## src/rtl/pc_call_stack_pkg.sv

```systemverilog
// rtl/pc_call_stack_pkg.sv - shared constants and jump-condition helper for the pc stage and control unit
// Contents:
//   PC_ADDR_W, PC_STACK_DEPTH, PC_SP_W : default geometry
//   J_ALWAYS/J_ZERO/J_CARRY/J_NZERO    : j_mode encodings shared with the control unit
//   jump_taken()                       : evaluates a j_mode against the ALU status flags
package pc_call_stack_pkg;

    localparam int PC_ADDR_W      = 10;
    localparam int PC_STACK_DEPTH = 8;
    localparam int PC_SP_W        = 3;

    localparam logic [1:0] J_ALWAYS = 2'b00;
    localparam logic [1:0] J_ZERO   = 2'b01;
    localparam logic [1:0] J_CARRY  = 2'b10;
    localparam logic [1:0] J_NZERO  = 2'b11;

    function automatic logic jump_taken(input logic [1:0] mode, input logic z, input logic c);
        logic t;
        t = 1'b1;
        case (mode)
            J_ALWAYS: t = 1'b1;
            J_ZERO:   t = z;
            J_CARRY:  t = c;
            J_NZERO:  t = ~z;
            default:  t = 1'b1;
        endcase
        return t;
    endfunction

endpackage

```

## src/rtl/pc_call_stack_if.sv

```systemverilog
// rtl/pc_call_stack_if.sv - flow-control bus between control unit (master) and pc stage (slave)
// Signals:
//   en, jump, j_mode, call, ret, target, zero_flag, carry_flag : master -> slave
//   pc, sp, stack_ovf, stack_unf                               : slave -> master
// ret carries the control unit's return request (return is a reserved word).
interface pc_call_stack_if #(
    parameter int ADDR_W = 10,
    parameter int SP_W   = 3
);
    logic              en;
    logic              jump;
    logic [1:0]        j_mode;
    logic              call;
    logic              ret;
    logic [ADDR_W-1:0] target;
    logic              zero_flag;
    logic              carry_flag;
    logic [ADDR_W-1:0] pc;
    logic [SP_W:0]     sp;
    logic              stack_ovf;
    logic              stack_unf;

    modport master (
        output en, jump, j_mode, call, ret, target, zero_flag, carry_flag,
        input  pc, sp, stack_ovf, stack_unf
    );

    modport slave (
        input  en, jump, j_mode, call, ret, target, zero_flag, carry_flag,
        output pc, sp, stack_ovf, stack_unf
    );
endinterface

```

## src/rtl/pc_call_stack_call_stack.sv

```systemverilog
// rtl/pc_call_stack_call_stack.sv - LIFO return-address stack, DEPTH x ADDR_W
// Ports:
//   clk, rst_n : clock, async active-low reset (occupancy only; entries are don't-care)
//   push, pop  : push push_data / discard top; ignored when full / empty respectively
//   push_data  : value to push
//   top        : entry at sp-1 (meaningless when empty)
//   sp         : occupancy 0..DEPTH
//   full, empty: occupancy flags
module pc_call_stack_call_stack #(
    parameter int ADDR_W = 10,
    parameter int DEPTH  = 8,
    parameter int SP_W   = 3
) (
    input  logic              clk,
    input  logic              rst_n,
    input  logic              push,
    input  logic              pop,
    input  logic [ADDR_W-1:0] push_data,
    output logic [ADDR_W-1:0] top,
    output logic [SP_W:0]     sp,
    output logic              full,
    output logic              empty
);

    logic [ADDR_W-1:0] mem [DEPTH];
    logic [SP_W:0]     count;
    logic [SP_W:0]     count_m1;

    assign count_m1 = count - (SP_W+1)'(1);
    assign full     = (count == (SP_W+1)'(DEPTH));
    assign empty    = (count == '0);
    // DEPTH is a power of two, so the low SP_W bits address every entry.
    assign top      = mem[count_m1[SP_W-1:0]];
    assign sp       = count;

    always_ff @(posedge clk or negedge rst_n) begin
        if (!rst_n) begin
            count <= '0;
        end else if (push && !full) begin
            count <= count + (SP_W+1)'(1);
        end else if (pop && !empty) begin
            count <= count_m1;
        end
    end

    always_ff @(posedge clk) begin
        if (push && !full) begin
            mem[count[SP_W-1:0]] <= push_data;
        end
    end

endmodule

```

## src/rtl/pc_call_stack.sv

```systemverilog
// rtl/pc_call_stack.sv - program counter with conditional jump and hardware call/return stack
// Ports:
//   clk   : rising-edge clock
//   rst_n : asynchronous active-low reset
//   bus   : pc_call_stack_if.slave - en/jump/j_mode/call/ret/target/flags in; pc/sp/stack_ovf/stack_unf out
// One action per enabled cycle, priority return > call > jump > sequential.
module pc_call_stack
    import pc_call_stack_pkg::*;
#(
    parameter int ADDR_W      = PC_ADDR_W,
    parameter int STACK_DEPTH = PC_STACK_DEPTH,
    parameter int SP_W        = PC_SP_W
) (
    input  logic clk,
    input  logic rst_n,
    pc_call_stack_if.slave bus
);

    logic [ADDR_W-1:0] pc_q;
    logic [ADDR_W-1:0] pc_inc;
    logic [ADDR_W-1:0] next_pc;
    logic [ADDR_W-1:0] stack_top;
    logic [SP_W:0]     stack_sp;
    logic              stack_full;
    logic              stack_empty;
    logic              push;
    logic              pop;
    logic              taken;
    logic              ovf_q;
    logic              unf_q;

    // Wraps modulo 2^ADDR_W; the same value is what a call pushes.
    assign pc_inc = pc_q + ADDR_W'(1);
    assign taken  = jump_taken(bus.j_mode, bus.zero_flag, bus.carry_flag);

    // A simultaneous return suppresses the call entirely, including its push.
    assign push = bus.en && !bus.ret && bus.call && !stack_full;
    assign pop  = bus.en && bus.ret && !stack_empty;

    pc_call_stack_call_stack #(
        .ADDR_W (ADDR_W),
        .DEPTH  (STACK_DEPTH),
        .SP_W   (SP_W)
    ) u_stack (
        .clk       (clk),
        .rst_n     (rst_n),
        .push      (push),
        .pop       (pop),
        .push_data (pc_inc),
        .top       (stack_top),
        .sp        (stack_sp),
        .full      (stack_full),
        .empty     (stack_empty)
    );

    // Failed returns/calls fall through to sequential execution.
    always_comb begin
        next_pc = pc_inc;
        if (bus.ret) begin
            if (!stack_empty) begin
                next_pc = stack_top;
            end
        end else if (bus.call) begin
            if (!stack_full) begin
                next_pc = bus.target;
            end
        end else if (bus.jump && taken) begin
            next_pc = bus.target;
        end
    end

    always_ff @(posedge clk or negedge rst_n) begin
        if (!rst_n) begin
            pc_q  <= '0;
            ovf_q <= 1'b0;
            unf_q <= 1'b0;
        end else if (bus.en) begin
            pc_q <= next_pc;
            if (bus.ret && stack_empty) begin
                unf_q <= 1'b1;
            end
            if (!bus.ret && bus.call && stack_full) begin
                ovf_q <= 1'b1;
            end
        end
    end

    assign bus.pc        = pc_q;
    assign bus.sp        = stack_sp;
    assign bus.stack_ovf = ovf_q;
    assign bus.stack_unf = unf_q;

endmodule
```

## src/flat_wrapper.sv

```systemverilog
// flat-port wrapper written by rule: the top's interface ports become plain ports
module pc_call_stack_flat import pc_call_stack_pkg::*;
#(
    parameter int ADDR_W      = PC_ADDR_W,
    parameter int STACK_DEPTH = PC_STACK_DEPTH,
    parameter int SP_W        = PC_SP_W
)
  (clk, rst_n, bus_en, bus_jump, bus_j_mode, bus_call, bus_ret, bus_target, bus_zero_flag, bus_carry_flag, bus_pc, bus_sp, bus_stack_ovf, bus_stack_unf);
  pc_call_stack_if #(.ADDR_W(ADDR_W), .SP_W(SP_W)) bus_i ();
  input  logic clk;
  input  logic rst_n;
  input wire logic [$bits(bus_i.en)-1:0] bus_en;
  input wire logic [$bits(bus_i.jump)-1:0] bus_jump;
  input wire logic [$bits(bus_i.j_mode)-1:0] bus_j_mode;
  input wire logic [$bits(bus_i.call)-1:0] bus_call;
  input wire logic [$bits(bus_i.ret)-1:0] bus_ret;
  input wire logic [$bits(bus_i.target)-1:0] bus_target;
  input wire logic [$bits(bus_i.zero_flag)-1:0] bus_zero_flag;
  input wire logic [$bits(bus_i.carry_flag)-1:0] bus_carry_flag;
  output wire logic [$bits(bus_i.pc)-1:0] bus_pc;
  output wire logic [$bits(bus_i.sp)-1:0] bus_sp;
  output wire logic [$bits(bus_i.stack_ovf)-1:0] bus_stack_ovf;
  output wire logic [$bits(bus_i.stack_unf)-1:0] bus_stack_unf;
  assign bus_i.en = bus_en;
  assign bus_i.jump = bus_jump;
  assign bus_i.j_mode = bus_j_mode;
  assign bus_i.call = bus_call;
  assign bus_i.ret = bus_ret;
  assign bus_i.target = bus_target;
  assign bus_i.zero_flag = bus_zero_flag;
  assign bus_i.carry_flag = bus_carry_flag;
  assign bus_pc = bus_i.pc;
  assign bus_sp = bus_i.sp;
  assign bus_stack_ovf = bus_i.stack_ovf;
  assign bus_stack_unf = bus_i.stack_unf;
  pc_call_stack #(.ADDR_W(ADDR_W), .STACK_DEPTH(STACK_DEPTH), .SP_W(SP_W)) u_core (.clk(clk), .rst_n(rst_n), .bus(bus_i));
endmodule
```

## config.mk

```make
export PLATFORM = sky130hd
export DESIGN_NAME = pc_call_stack_flat
export DESIGN_NICKNAME = d
export VERILOG_FILES = /design/src/rtl/pc_call_stack_pkg.sv /design/src/rtl/pc_call_stack_if.sv /design/src/rtl/pc_call_stack_call_stack.sv /design/src/rtl/pc_call_stack.sv /design/src/flat_wrapper.sv
export SDC_FILE = /design/constraint.sdc
export NUM_CORES = 1
export LEC_CHECK = 0
export ABC_AREA = 1
export CORE_ASPECT_RATIO = 0.5
export CORE_MARGIN = 2
export CORE_UTILIZATION = 45
export CTS_BUF_LIST = sky130_fd_sc_hd__clkbuf_4
export CTS_CLUSTER_DIAMETER = 150
export DETAILED_ROUTE_END_ITERATION = 8
export REMOVE_ABC_BUFFERS = 1
export SLEW_MARGIN = 10
export SYNTH_ARGS = -nofsm -noshare
export SYNTH_HDL_FRONTEND = slang
export SYNTH_SLANG_ARGS = --single-unit
```

## constraint.sdc

```tcl
create_clock -name clk -period 3 [get_ports clk]
set_input_delay 0.3 -clock clk [delete_from_list [all_inputs] [get_ports clk]]
set_output_delay 0.3 -clock clk [all_outputs]
set_load 0.03 [all_outputs]
```

Yosys cells after proc, flatten, opt, wreduce, memory -nomap -nowiden
Memories as Yosys holds them, arrays and structs flattened.
Index checks and enable logic that the tools add are counted.

word-level totals
  RAM bits = 80
  memories kept = 1
  word-level logic and storage cells = 42
  register bits after elaboration = 16
  output and inout bits = 16

memory list
  name                words  bits a word  rd ports  clocked after Yosys merged registers in  wr ports  RTL line                        text
  u_core.u_stack.mem  8      10           1         0                                        1         pc_call_stack_call_stack.sv:25  logic [ADDR_W-1:0] mem [DEPTH];

operators by class
  reductions and logical operators = 19
  mux-type cells = 10
  add/sub/neg operators = 3
  equality and inequality tests = 4
  bitwise gates (word level) = 1

operators with widths
  cell                   number
  $mux 10                5
  $logic_and 1x1->1      11
  $add 10x1->10 const B  1
  $mux 4                 2
  $add 4x1->4 const B    1
  $eq 2x2->1 const B     2
  $eq 4x4->1 const B     1
  $logic_not 4->1        1
  $pmux 1 s4             1
  $reduce_and 2->1       2
  $sub 4x1->4 const B    1
  $logic_not 1->1        3
  $eq 2x1->1 const B     1
  $logic_not 2->1        1
  $mux 1                 2
  $reduce_bool 2->1      1
  $not 1->1              1

Depth between registers and ports, before layout
Gate-level depths: netlist of run 1.

  depth after elaboration = 7
  mapped depth = 15
  depth with buffers taken out = 12

Cells and area by module
From an unflattened synthesis of run 1, not the netlist that was laid out.

unflattened totals
  cells, all modules = 511
  area total of the unflattened synthesis = 4,805.9 um^2

by module, submodules not included
  module                    area each (um^2)  instances  cells an instance
  pc_call_stack_call_stack  3,540.9           1          300
  pc_call_stack             1,265.0           1          211

Least setup slack after synthesis of run 1
OpenSTA, ideal clock, no wires.

  path type = reg-to-reg
  start = register u_core.u_stack.count[0] (netlist: u_core.u_stack.sp[0])
  end = memory u_core.u_stack.mem[1][0] (enable)
  setup slack = 0.178 ns
  arrival = 2.432 ns
  data required time = 2.610 ns
  library setup time = 0.390 ns
  clock period less this slack = 2.822 ns
  stages on the path, launching flop included = 10
  cells stage by stage = dfrtp_1 buf_2 inv_2 buf_2 ha_1 nand3_2 nand2_1 inv_1 nand2_1 nor3_1

on the way
  cells in the longest elaborated chain, start to end = 6

ends and longest elaborated chain
  element                       RTL line                                             text
  start: declaration            pc_call_stack_call_stack.sv:26                       logic [SP_W:0] count;
  start signal: assignment      pc_call_stack_call_stack.sv:40                       count <= count + (SP_W+1)'(1);
  start signal: assignment      pc_call_stack_call_stack.sv:42                       count <= count_m1;
  $eq 4x4->1                    pc_call_stack_call_stack.sv:30                       assign full = (count == (SP_W+1)'(DEPTH));
  $logic_not 1->1               pc_call_stack_call_stack.sv:47, pc_call_stack.sv:37
  $logic_and 1x1->1             pc_call_stack.sv:37                                  assign push = bus.en && !bus.ret && bus.call && !stack_full;
  $logic_and 1x1->1             pc_call_stack_call_stack.sv:47                       if (push && !full) begin
  $mux 1                        pc_call_stack_call_stack.sv:47
  $mux 1 (implied by the code)  pc_call_stack_call_stack.sv:48                       mem[count[SP_W-1:0]] <= push_data;
  end: declaration              pc_call_stack_call_stack.sv:25

Several ways; a longest one is shown, not always the timed one.

Worst setup path in the final report of run 1
  start = register u_core.u_stack.count[0] (netlist: u_core.u_stack.sp[0])
  end = output bus_sp[0]

RTL lines
  element           RTL line            text
  end: declaration  flat_wrapper.sv:21  output wire logic [$bits(bus_i.sp)-1:0] bus_sp;

No word-level cell between the ends.

==> impl_metrics.sql, run 1 <==
INSERT INTO impl_metrics (metric_group, metric, value, unit) VALUES
('sta', 'timing.final.ws_setup', '0.685', 'ns'),
('clocking', 'cts.sinks', '96', ''),
('floorplanning', 'dieArea', '11300', 'sq um'),
('cells_and_area', 'layoutNonFillerInstCount', '696', ''),
('place', 'place_worst_setup_slack', '0.738', 'ns'),
('sta', 'min_period', '2.32', 'ns'),
('detailed_routing', 'initialDrtViolationCount', '359', ''),
('floorplanning', 'core_area', '10200', 'sq um'),
('hold_path', 'worstHoldPathType', 'input port to async pin', ''),
('critical_path', 'worstPathCellList', 'buf_4 -> clkdlybuf4s50_1', ''),
('clocking', 'cts_buffer_count', '9', ''),
('floorplanning', 'die_h', '76.3', 'microns'),
('sta', 'fin_skew', '0.0130', 'ns'),
('cells_and_area', 'final_layout_size_suffix_gt1_share', '8.27', '%'),
('yosys', 'seq_area_frac_synth', '59.6', '%'),
('critical_path', 'rrSetupSlack', '0.72', 'ns'),
('floorplanning', 'num_io_pins', '36', ''),
('yosys', 'yosys_warnings', '0', ''),
('run', 'max_cap_viol_count', '0', ''),
('sta', 'worst_pin_slew', '0.815', 'ns'),
('status', 'status', 'completed', ''),
('cells_and_area', 'area_growth_syn_to_layout', '13.4', '%'),
('critical_path', 'endpoint_arrival_time_on_the_critical_path', '2.02', 'ns'),
('sta', 'totalNegativeSetupSlack', '0', 'ns'),
('clocking', 'clk_pin_slew', '0.14', 'ns'),
('place', 'post-dp-hpwl', '8270', 'microns'),
('critical_path', 'worst_path_largest_cell_delay', '0.76', 'ns'),
('sta', 'setup_viol_count_final', '0', ''),
('global_routing', 'overflow', '0', ''),
('sta', 'timing.hold.ws', '0.299', 'ns'),
('place', 'portBuffers', '35', ''),
('critical_path', 'timing.critical_path.from', 'u_core.u_stack.sp[0]', ''),
('power_and_ir_drop', 'ir_drop', '0.456', 'mV'),
('yosys', 'synthCells', '511', ''),
('critical_path', 'worstPathMaxFanout', '45', ''),
('cells_and_area', 'final_cell_mix', '148 x nand2_1, 94 x nand3_1, 80 x edfxtp_1', ''),
('cells_and_area', 'finish.net_count', '574', ''),
('yosys', 'postSynthRegisterBits', '96', ''),
('sta', 'fmax', '0.432', 'GHz'),
('sta', 'period_share', '77.2', '%'),
('detailed_routing', 'detail_route.drc_violations', '0', ''),
('critical_path', 'timing.critical_path.to', 'bus_sp[0]', ''),
('detailed_routing', 'drt-pass1-iter-count', '5', ''),
('detailed_routing', 'wirelength', '11900', 'microns'),
('cells_and_area', 'antennaDiodeCount', '0', ''),
('clocking', 'clock_tree_root', 'clkbuf_4', ''),
('sta', 'rsz0062_at_grt', 'false', ''),
('floorplanning', 'initial_utilization', '46.2', '%'),
('cells_and_area', 'n_fill_cell', '961', ''),
('critical_path', 'ff_to_ff_start', 'u_core.u_stack.sp[1]', ''),
('floorplanning', 'dieWidth', '149', 'microns'),
('floorplanning', 'core.rowCount', '26', ''),
('critical_path', 'worst-endpoint-required', '2.70', 'ns'),
('sta', 'slew_viol_final', '0', ''),
('critical_path', 'critPathLaunchType', 'flip-flop', ''),
('cells_and_area', 'final_core_utilization', '52.4', '%'),
('sta', 'timing.final.hold_violations', '0', ''),
('detailed_routing', 'vias_per_cell', '5.27', ''),
('critical_path', 'reg2regPathDepth', '10', ''),
('global_routing', 'grt_antenna_before_repair', '0', ''),
('yosys', 'synth.cell_area', '4700', 'sq um'),
('power_and_ir_drop', 'leakage_dissipation', '2.16', 'nW'),
('global_routing', 'grt_pass1_vias', '3293', ''),
('global_routing', 'maximum_number_of_pins_on_one_net_before_global_route_repair', '46', ''),
('critical_path', 'setup.worst_path.end_class', 'primary output', ''),
('place', 'gp_routability_congestion', '0.823', ''),
('detailed_routing', 'routed-via-count', '3669', ''),
('yosys', 'post_synth_num_cell_types', '32', ''),
('critical_path', 'timing.rr.end', 'u_core.bus.pc[6]', ''),
('cells_and_area', 'layout_commonest_cell', 'nand2_1', ''),
('global_routing', 'grt_pass1_wl', '18800', 'microns');
-- per-layer routing --
layer,part of all wire [%],track usage (%),vias to the layer above
met4,0.96,4.19,0
met1,50,37.4,1696
met2,41,29.8,147
li1,-,-,1816
met3,7.7,5.15,10
met5,0,0,-
-- Yosys cell counts (all sizes together) --
library cell	instances	area share (%)
o21ai	9	0.96
nand3b	3	0.48
a21oi	22	2.3
nand3	95	10
edfxtp	80	51
nand2	153	13
o211ai	1	0.16
o22ai	1	0.13
a31o	1	0.19
nor2	50	4.3
dfrtp	16	8.5
a22oi	3	0.48
nor3	3	0.32
inv	37	3.1
and2	2	0.27
xor2	2	0.37
buf	15	2.1
a21o	1	0.16
nand4	7	0.93
ha	3	0.80
clkbuf	7	0.56
-- worst max-delay path, delay by kind of cell (launching register included) --
kind / cells / cell delay, ns
flip-flops: 1 / 0.38
buffers and inverters: 2 / 1.18
-- stage by stage --
stage               instance area (sq um)  power [mW]
floorplan                            4580        3.79
global placement                     5230        5.05
detailed placement                   5230        5.05
CTS                                  5340        5.64
global route                         5340        6.04
finish                               5340        5.63
-- flip-flops by register name, summed over array words and instances, names as in the netlist --
name,flops
u_core.u_stack.mem,80
u_core.bus.pc,10
u_core.u_stack.sp,4
u_core.bus.stack_ovf,1
u_core.bus.stack_unf,1
-- logic make-up (layout without fill, tap and decap cells) --
group | Yosys count | in the layout | share of synthesized area (%)
fa+ha+maj | 3 | 3 | 0.798
flops | 96 | 96 | 59.6
compound gates | 38 | 38 | 4.42
xor+xnor | 2 | 2 | 0.372
buf+inv | 59 | 104 | 5.69
simple gates | 313 | 313 | 29.1
-- worst min-delay path by stage --
stage	end	slack (ns)	depth (start not counted)
floorplan	u_core.bus.pc[0]	0.004	0
global placement	u_core.bus.stack_unf	0.46	1
detailed placement	u_core.bus.stack_unf	0.46	1
CTS	u_core.bus.pc[5]	0.29	1
global route	u_core.bus.pc[8]	0.33	1
finish	u_core.bus.pc[5]	0.30	1
-- cell type report --
cell class              count  area (sq um)  share of cell area [%]
well taps                 140           175                    3.28
flip-flops and latches     96          2800                    52.5
multi-input cells         356          1630                    30.6
repair buffers             51           470                    8.82
clock inverters             6          35.0                   0.657
clock buffers              10          75.1                    1.41
inverters                  37           144                    2.70
-- where the power goes --
part / internal, mW / leakage [nW] / switching (mW)
logic: 0.883 / 1.19 / 2.17
registers: 1.83 / 0.903 / 0.167
clock network: 0.176 / 0.0656 / 0.412
total: 2.89 / 2.16 / 2.74
(Power assumes the default switching activity.)
==> inputs of run 2 (changes only) <==
- clock period: 3 -> 2.2 ns (I/O delays scaled with it)
==> impl_metrics.sql, run 2 (same netlist as run 1, synthesis figures left out) <==
INSERT INTO impl_metrics (metric_group, metric, value, unit) VALUES
('clocking', 'clock_tree_root', 'clkbuf_4', ''),
('detailed_routing', 'initialDrtViolationCount', '307', ''),
('power_and_ir_drop', 'net-switching-power', '3.86', 'mW'),
('global_routing', 'overflow', '0', ''),
('critical_path', 'crit_slowest_cell', 'clkdlybuf4s50_1', ''),
('clocking', 'cts_buffer_count', '9', ''),
('floorplanning', 'dieArea', '11300', 'sq um'),
('sta', 'timing.final.hold_violations', '0', ''),
('clocking', 'post-cts-setup-buffers', '0', ''),
('hold_path', 'worstHoldPathType', 'input port to async pin', ''),
('sta', 'slew_viol_final', '0', ''),
('critical_path', 'reg2regPathDepth', '11', ''),
('cells_and_area', 'area_growth_syn_to_layout', '16.3', '%'),
('critical_path', 'timing.rr.end', 'u_core.bus.pc[8]', ''),
('critical_path', 'rrSetupSlack', '0.23', 'ns'),
('sta', 'timing.hold.ws', '0.0537', 'ns'),
('global_routing', 'grt.total_usage', '23.3', '%'),
('critical_path', 'setup.worst_path.end_class', 'primary output', ''),
('critical_path', 'count_of_cell_instances_traversed_by_the_critical_path', '1', ''),
('clocking', 'ctsResizeCount', '0', ''),
('sta', 'slew_headroom', '64.4', '%'),
('place', 'gp_routability_congestion', '0.853', ''),
('global_routing', 'maximum_number_of_pins_on_one_net_before_global_route_repair', '46', ''),
('detailed_routing', 'vias_per_cell', '5.36', ''),
('critical_path', 'worst_path_largest_cell_delay', '0.73', 'ns'),
('sta', 'rsz0062_at_grt', 'false', ''),
('detailed_routing', 'routed-via-count', '3787', ''),
('cells_and_area', 'final_cell_mix', '148 x nand2_1, 94 x nand3_1, 80 x edfxtp_1', ''),
('detailed_routing', 'drt.antenna.violating_nets', '0', ''),
('sta', 'fmax', '0.503', 'GHz'),
('critical_path', 'worst_path_dominant_cell_family', 'buffers and inverters', ''),
('clocking', 'worstSkewPairLatency', '0.48', 'ns'),
('critical_path', 'endpoint_arrival_time_on_the_critical_path', '1.77', 'ns'),
('place', 'number_of_cells_after_detailed_placement', '690', ''),
('critical_path', 'worstPathCellList', 'clkdlybuf4s50_1', ''),
('floorplanning', 'die_h', '76.3', 'microns'),
('clocking', 'cts.sinks', '96', ''),
('global_routing', 'grt_pass1_wl', '19600', 'microns'),
('clocking', 'cts_hold_buf', '0', ''),
('clocking', 'cts-htree-levels', '3', ''),
('cells_and_area', 'antennaDiodeCount', '0', ''),
('power_and_ir_drop', 'power.share.clock', '12.4', '%'),
('floorplanning', 'dieWidth', '149', 'microns'),
('critical_path', 'worstPathMaxFanout', '7', ''),
('floorplanning', 'num_io_pins', '36', ''),
('cells_and_area', 'flip_flop_count_of_the_largest_register_all_copies_and_words_added', '80', ''),
('cells_and_area', 'final_layout_size_suffix_gt1_share', '10.2', '%'),
('cells_and_area', 'layout_commonest_cell', 'nand2_1', ''),
('power_and_ir_drop', 'power.share.switching', '47.7', '%'),
('sta', 'fin_skew', '0.0185', 'ns'),
('power_and_ir_drop', 'pwr-share-seq', '33.5', '%'),
('global_routing', 'grt_pass1_vias', '3498', ''),
('run', 'max_cap_viol_count', '0', ''),
('critical_path', 'critPathKind', 'flip-flop to primary output', ''),
('sta', 'min_period', '1.99', 'ns'),
('critical_path', 'worst-endpoint-required', '1.98', 'ns'),
('place', 'post-dp-hpwl', '8540', 'microns'),
('critical_path', 'ff_to_ff_start', 'u_core.u_stack.sp[1]', ''),
('place', 'portBuffers', '35', ''),
('power_and_ir_drop', 'total_internal_power', '4.23', 'mW'),
('sta', 'period_share', '90.4', '%'),
('clocking', 'clk_pin_slew', '0.16', 'ns'),
('status', 'status', 'completed', ''),
('critical_path', 'number_of_buffers_and_inverters_on_the_critical_path', '1', ''),
('floorplanning', 'core.rowCount', '26', ''),
('detailed_routing', 'detail_route.drc_violations', '0', ''),
('sta', 'setup_viol_count_final', '0', ''),
('power_and_ir_drop', 'ir_drop', '0.576', 'mV'),
('detailed_routing', 'wl_per_cell', '17.5', 'microns'),
('clocking', 'bufs_on_longest_clock_path', '2', ''),
('clocking', 'tritoncts', 'yes', ''),
('power_and_ir_drop', 'power_per_cell_area', '1480', 'nW/um^2'),
('detailed_routing', 'wirelength', '12400', 'microns'),
('global_routing', 'grt_antenna_before_repair', '0', ''),
('power_and_ir_drop', 'leakage_dissipation', '2.23', 'nW'),
('sta', 'worst_pin_slew', '0.534', 'ns'),
('critical_path', 'critPathLaunchType', 'flip-flop', ''),
('floorplanning', 'initial_utilization', '46.2', '%'),
('cells_and_area', 'layoutNonFillerInstCount', '706', ''),
('floorplanning', 'core_area', '10200', 'sq um'),
('cells_and_area', 'finish.net_count', '584', ''),
('detailed_routing', 'drt-pass1-iter-count', '4', ''),
('power_and_ir_drop', 'combinational_share_of_power', '54.2', '%');
## run 2: changes by cell type in the layout (fill, tap and decap cells not counted)
cell / before / now
clkinv_1: 2 / 1
clkinv_2: 2 / 0
inv_8: 0 / 1
clkdlybuf4s50_1: 35 / 34
clkinv_4: 1 / 0
buf_12: 0 / 2
buf_4: 16 / 25
bufinv_16: 0 / 1
clkinvlp_4: 0 / 2
clkbuf_4: 10 / 9
inv_6: 1 / 2
## run 2: stage by stage
stage	TNS [ns]	util [%]	total power [mW]	instance area [sq um]	setup slack [ns]
after detailed placement	0	52.3	7.08	5320	0.0807
after floorplan	-112.87	-	5.17	4580	-1.51
final	0	53.7	8.09	5470	0.212
after global routing	0	53.7	8.63	5470	0.0531
after CTS	0	53.7	8.09	5470	0.163
after global placement	0	52.3	7.08	5320	0.0718
## run 2: power groups by stage
stage | Combinational [mW] | Sequential (mW) | Clock, mW
floorplan | 2.10 | 3.07 | 0
global placement | 4.33 | 2.75 | 0
detailed placement | 4.34 | 2.75 | 0
CTS | 4.36 | 2.70 | 1.03
global route | 4.78 | 2.74 | 1.11
finish | 4.38 | 2.71 | 1.00
## run 2: layout make-up
| type | count | area [sq um] |
|---|---|---|
| tap | 140 | 175 |
| clock buffer | 9 | 67.6 |
| multi-input combinational | 356 | 1630 |
| fill | 931 | 4710 |
| sequential | 96 | 2800 |
| timing repair buffer | 61 | 568 |
| inverter | 37 | 144 |
| clock inverter | 7 | 77.6 |
## run 2: worst max-delay path by stage
stage                          from                        to
6_report       u_core.u_stack.sp[2]                 bus_sp[2]
5_1_grt        u_core.u_stack.sp[1]          u_core.bus.pc[8]
4_1_cts        u_core.u_stack.sp[2]                 bus_sp[2]
3_5_place_dp               bus_call  u_core.u_stack.mem[6][1]
3_3_place_gp               bus_call  u_core.u_stack.mem[6][1]
2_1_floorplan  u_core.u_stack.sp[0]  u_core.u_stack.mem[1][0]
## run 2: metal layers
layer  up-vias  global-route usage (%)  routed length (microns)
met5         -                       0                        0
met4         0                    4.95                      112
met3        10                    6.35                     1070
met2       160                    32.8                     5250
met1      1781                    35.8                     5930
li1       1836                       -                        -
==> inputs of run 3 (changes only) <==
- CORE_ASPECT_RATIO: 0.5 -> 1.25
==> impl_metrics.sql, run 3 (same netlist as run 1, synthesis figures left out) <==
INSERT INTO impl_metrics (metric_group, metric, value, unit) VALUES
('place', 'gp_routability_congestion', '0.955', ''),
('cells_and_area', 'final-seq-area', '2800', 'sq um'),
('sta', 'fmax', '0.507', 'GHz'),
('floorplanning', 'die_h', '118', 'microns'),
('detailed_routing', 'wl_per_cell', '18.6', 'microns'),
('place', 'post-dp-hpwl', '9410', 'microns'),
('cells_and_area', 'multi_input_logic_area', '1630', 'sq um'),
('global_routing', 'grt.total_usage', '24.3', '%'),
('clocking', 'cts_hold_buf', '0', ''),
('sta', 'min_period', '1.97', 'ns'),
('status', 'status', 'completed', ''),
('critical_path', 'setup.worst_path.end_class', 'primary output', ''),
('critical_path', 'critPathLaunchType', 'flip-flop', ''),
('cells_and_area', 'area_growth_syn_to_layout', '15.9', '%'),
('critical_path', 'crit_slowest_cell', 'clkdlybuf4s50_1', ''),
('clocking', 'cts.sinks', '96', ''),
('critical_path', 'reg2regPathDepth', '12', ''),
('detailed_routing', 'vias_per_cell', '5.39', ''),
('sta', 'period_share', '89.6', '%'),
('critical_path', 'worst-endpoint-required', '1.98', 'ns'),
('hold_path', 'worstHoldPathType', 'input port to async pin', ''),
('critical_path', 'endpoint_arrival_time_on_the_critical_path', '1.75', 'ns'),
('floorplanning', 'dieWidth', '95.5', 'microns'),
('detailed_routing', 'drt-pass1-iter-count', '4', ''),
('clocking', 'cts-htree-levels', '3', ''),
('cells_and_area', 'finish.net_count', '584', ''),
('detailed_routing', 'wirelength', '13000', 'microns'),
('sta', 'setup_viol_count_final', '0', ''),
('cells_and_area', 'final_layout_size_suffix_gt1_share', '10.4', '%'),
('place', 'portBuffers', '35', ''),
('floorplanning', 'num_io_pins', '36', ''),
('cells_and_area', 'flip_flop_count_of_the_largest_register_all_copies_and_words_added', '80', ''),
('global_routing', 'maximum_number_of_pins_on_one_net_before_global_route_repair', '46', ''),
('run', 'max_cap_viol_count', '0', ''),
('critical_path', 'timing.rr.end', 'u_core.bus.pc[9]', ''),
('sta', 'rsz0062_at_grt', 'false', ''),
('critical_path', 'rrSetupSlack', '0.25', 'ns'),
('floorplanning', 'core.rowCount', '41', ''),
('detailed_routing', 'routed-via-count', '3753', ''),
('global_routing', 'overflow', '0', ''),
('floorplanning', 'initial_utilization', '46.3', '%'),
('clocking', 'tritoncts', 'yes', ''),
('power_and_ir_drop', 'totalPowerFinal', '8.02', 'mW'),
('sta', 'fin_skew', '0.0127', 'ns'),
('critical_path', 'critPathKind', 'flip-flop to primary output', ''),
('cells_and_area', 'final_cell_mix', '148 x nand2_1, 94 x nand3_1, 80 x edfxtp_1', ''),
('clocking', 'clk_pin_slew', '0.15', 'ns'),
('place', 'placement.cell_area', '5290', 'sq um'),
('cells_and_area', 'design_area', '5450', 'sq um'),
('detailed_routing', 'detail_route.drc_violations', '0', ''),
('sta', 'slew_headroom', '67.5', '%'),
('power_and_ir_drop', 'ir_drop', '0.741', 'mV'),
('clocking', 'bufs_on_longest_clock_path', '2', ''),
('cells_and_area', 'n_fill_cell', '971', ''),
('critical_path', 'worst_path_dominant_cell_family', 'buffers and inverters', ''),
('critical_path', 'worstPathCellList', 'clkdlybuf4s50_1', ''),
('global_routing', 'grt_pass1_vias', '3611', ''),
('sta', 'timing.final.hold_violations', '0', ''),
('cells_and_area', 'layout_commonest_cell', 'nand2_1', ''),
('floorplanning', 'core_area', '10200', 'sq um'),
('critical_path', 'worst_path_largest_cell_delay', '0.76', 'ns'),
('clocking', 'clock_tree_root', 'clkbuf_4', ''),
('clocking', 'ctsResizeCount', '0', ''),
('clocking', 'cts_buffer_count', '9', ''),
('clocking', 'post-cts-setup-buffers', '0', ''),
('sta', 'worst_pin_slew', '0.488', 'ns'),
('sta', 'slew_viol_final', '0', ''),
('detailed_routing', 'initialDrtViolationCount', '212', ''),
('critical_path', 'ff_to_ff_start', 'u_core.u_stack.sp[1]', ''),
('floorplanning', 'dieArea', '11300', 'sq um'),
('critical_path', 'worstPathMaxFanout', '7', ''),
('clocking', 'worstSkewPairLatency', '0.45', 'ns'),
('detailed_routing', 'drt.antenna.violating_nets', '0', ''),
('power_and_ir_drop', 'leakage_dissipation', '2.23', 'nW'),
('critical_path', 'number_of_buffers_and_inverters_on_the_critical_path', '1', ''),
('power_and_ir_drop', 'power_per_cell_area', '1470', 'nW/um^2'),
('global_routing', 'grt_antenna_before_repair', '1', ''),
('global_routing', 'grt_pass1_wl', '20100', 'microns');
## run 3: power by group
group | switching (mW) | internal (mW) | leakage, nW | total [mW]
clock | 0.595 | 0.463 | 0.0863 | 1.06
combinational | 2.95 | 1.28 | 1.24 | 4.23
sequential | 0.235 | 2.49 | 0.903 | 2.72
total | 3.78 | 4.23 | 2.23 | 8.02
## run 3: through the flow
step           cells  hold WS [ns]  utilization [%]  TNS (ns)  setup slack (ns)
2_1_floorplan    489       -0.0756                -   -112.87             -1.51
4_1_cts          695        0.0708             53.6         0             0.202
3_3_place_gp     679         0.440             52.0         0             0.162
3_5_place_dp     679         0.452             52.0         0             0.128
5_1_grt          696        0.0799             53.7         0            0.0468
6_report         696        0.0894             53.7         0             0.229
## run 3: cell type report
| type | instances | share of cell area, % |
|---|---|---|
| well taps | 129 | 2.96 |
| multi-input cells | 356 | 30.0 |
| clock inverters | 7 | 1.74 |
| inverters | 37 | 2.64 |
| repair buffers | 61 | 9.96 |
| diodes | 1 | 0.0459 |
| flip-flops and latches | 96 | 51.4 |
| clock buffers | 9 | 1.24 |
## run 3: how the worst max path moves through the flow
stage                         startpoint                       end  slack, ns  cells past startpoint
global placement                bus_call  u_core.u_stack.mem[1][6]       0.16                      8
floorplan           u_core.u_stack.sp[0]  u_core.u_stack.mem[1][0]      -1.51                      7
CTS                 u_core.u_stack.sp[2]                 bus_sp[2]       0.20                      1
finish              u_core.u_stack.sp[2]                 bus_sp[2]       0.23                      1
detailed placement              bus_call  u_core.u_stack.mem[1][4]       0.13                      8
global route        u_core.u_stack.sp[1]          u_core.bus.pc[9]       0.05                     12
## run 3: worst register-to-register path, stage by stage (launching register included)
cell	delay (ns)
dfrtp_1	0.40
inv_1	0.14
ha_1	0.28
inv_1	0.06
nand2_1	0.10
nand2_4	0.12
inv_2	0.22
nand3_1	0.11
nand3_1	0.16
nand3_1	0.09
nand2_1	0.07
inv_1	0.04
a21oi_1	0.11
## run 3: per-layer routing
metal	share of wire, %	vias up	track usage (%)
li1	-	1841	-
met1	41	1768	30.6
met2	51	121	40.7
met3	4.2	23	4.02
met4	4.0	0	10.6
met5	0	-	0
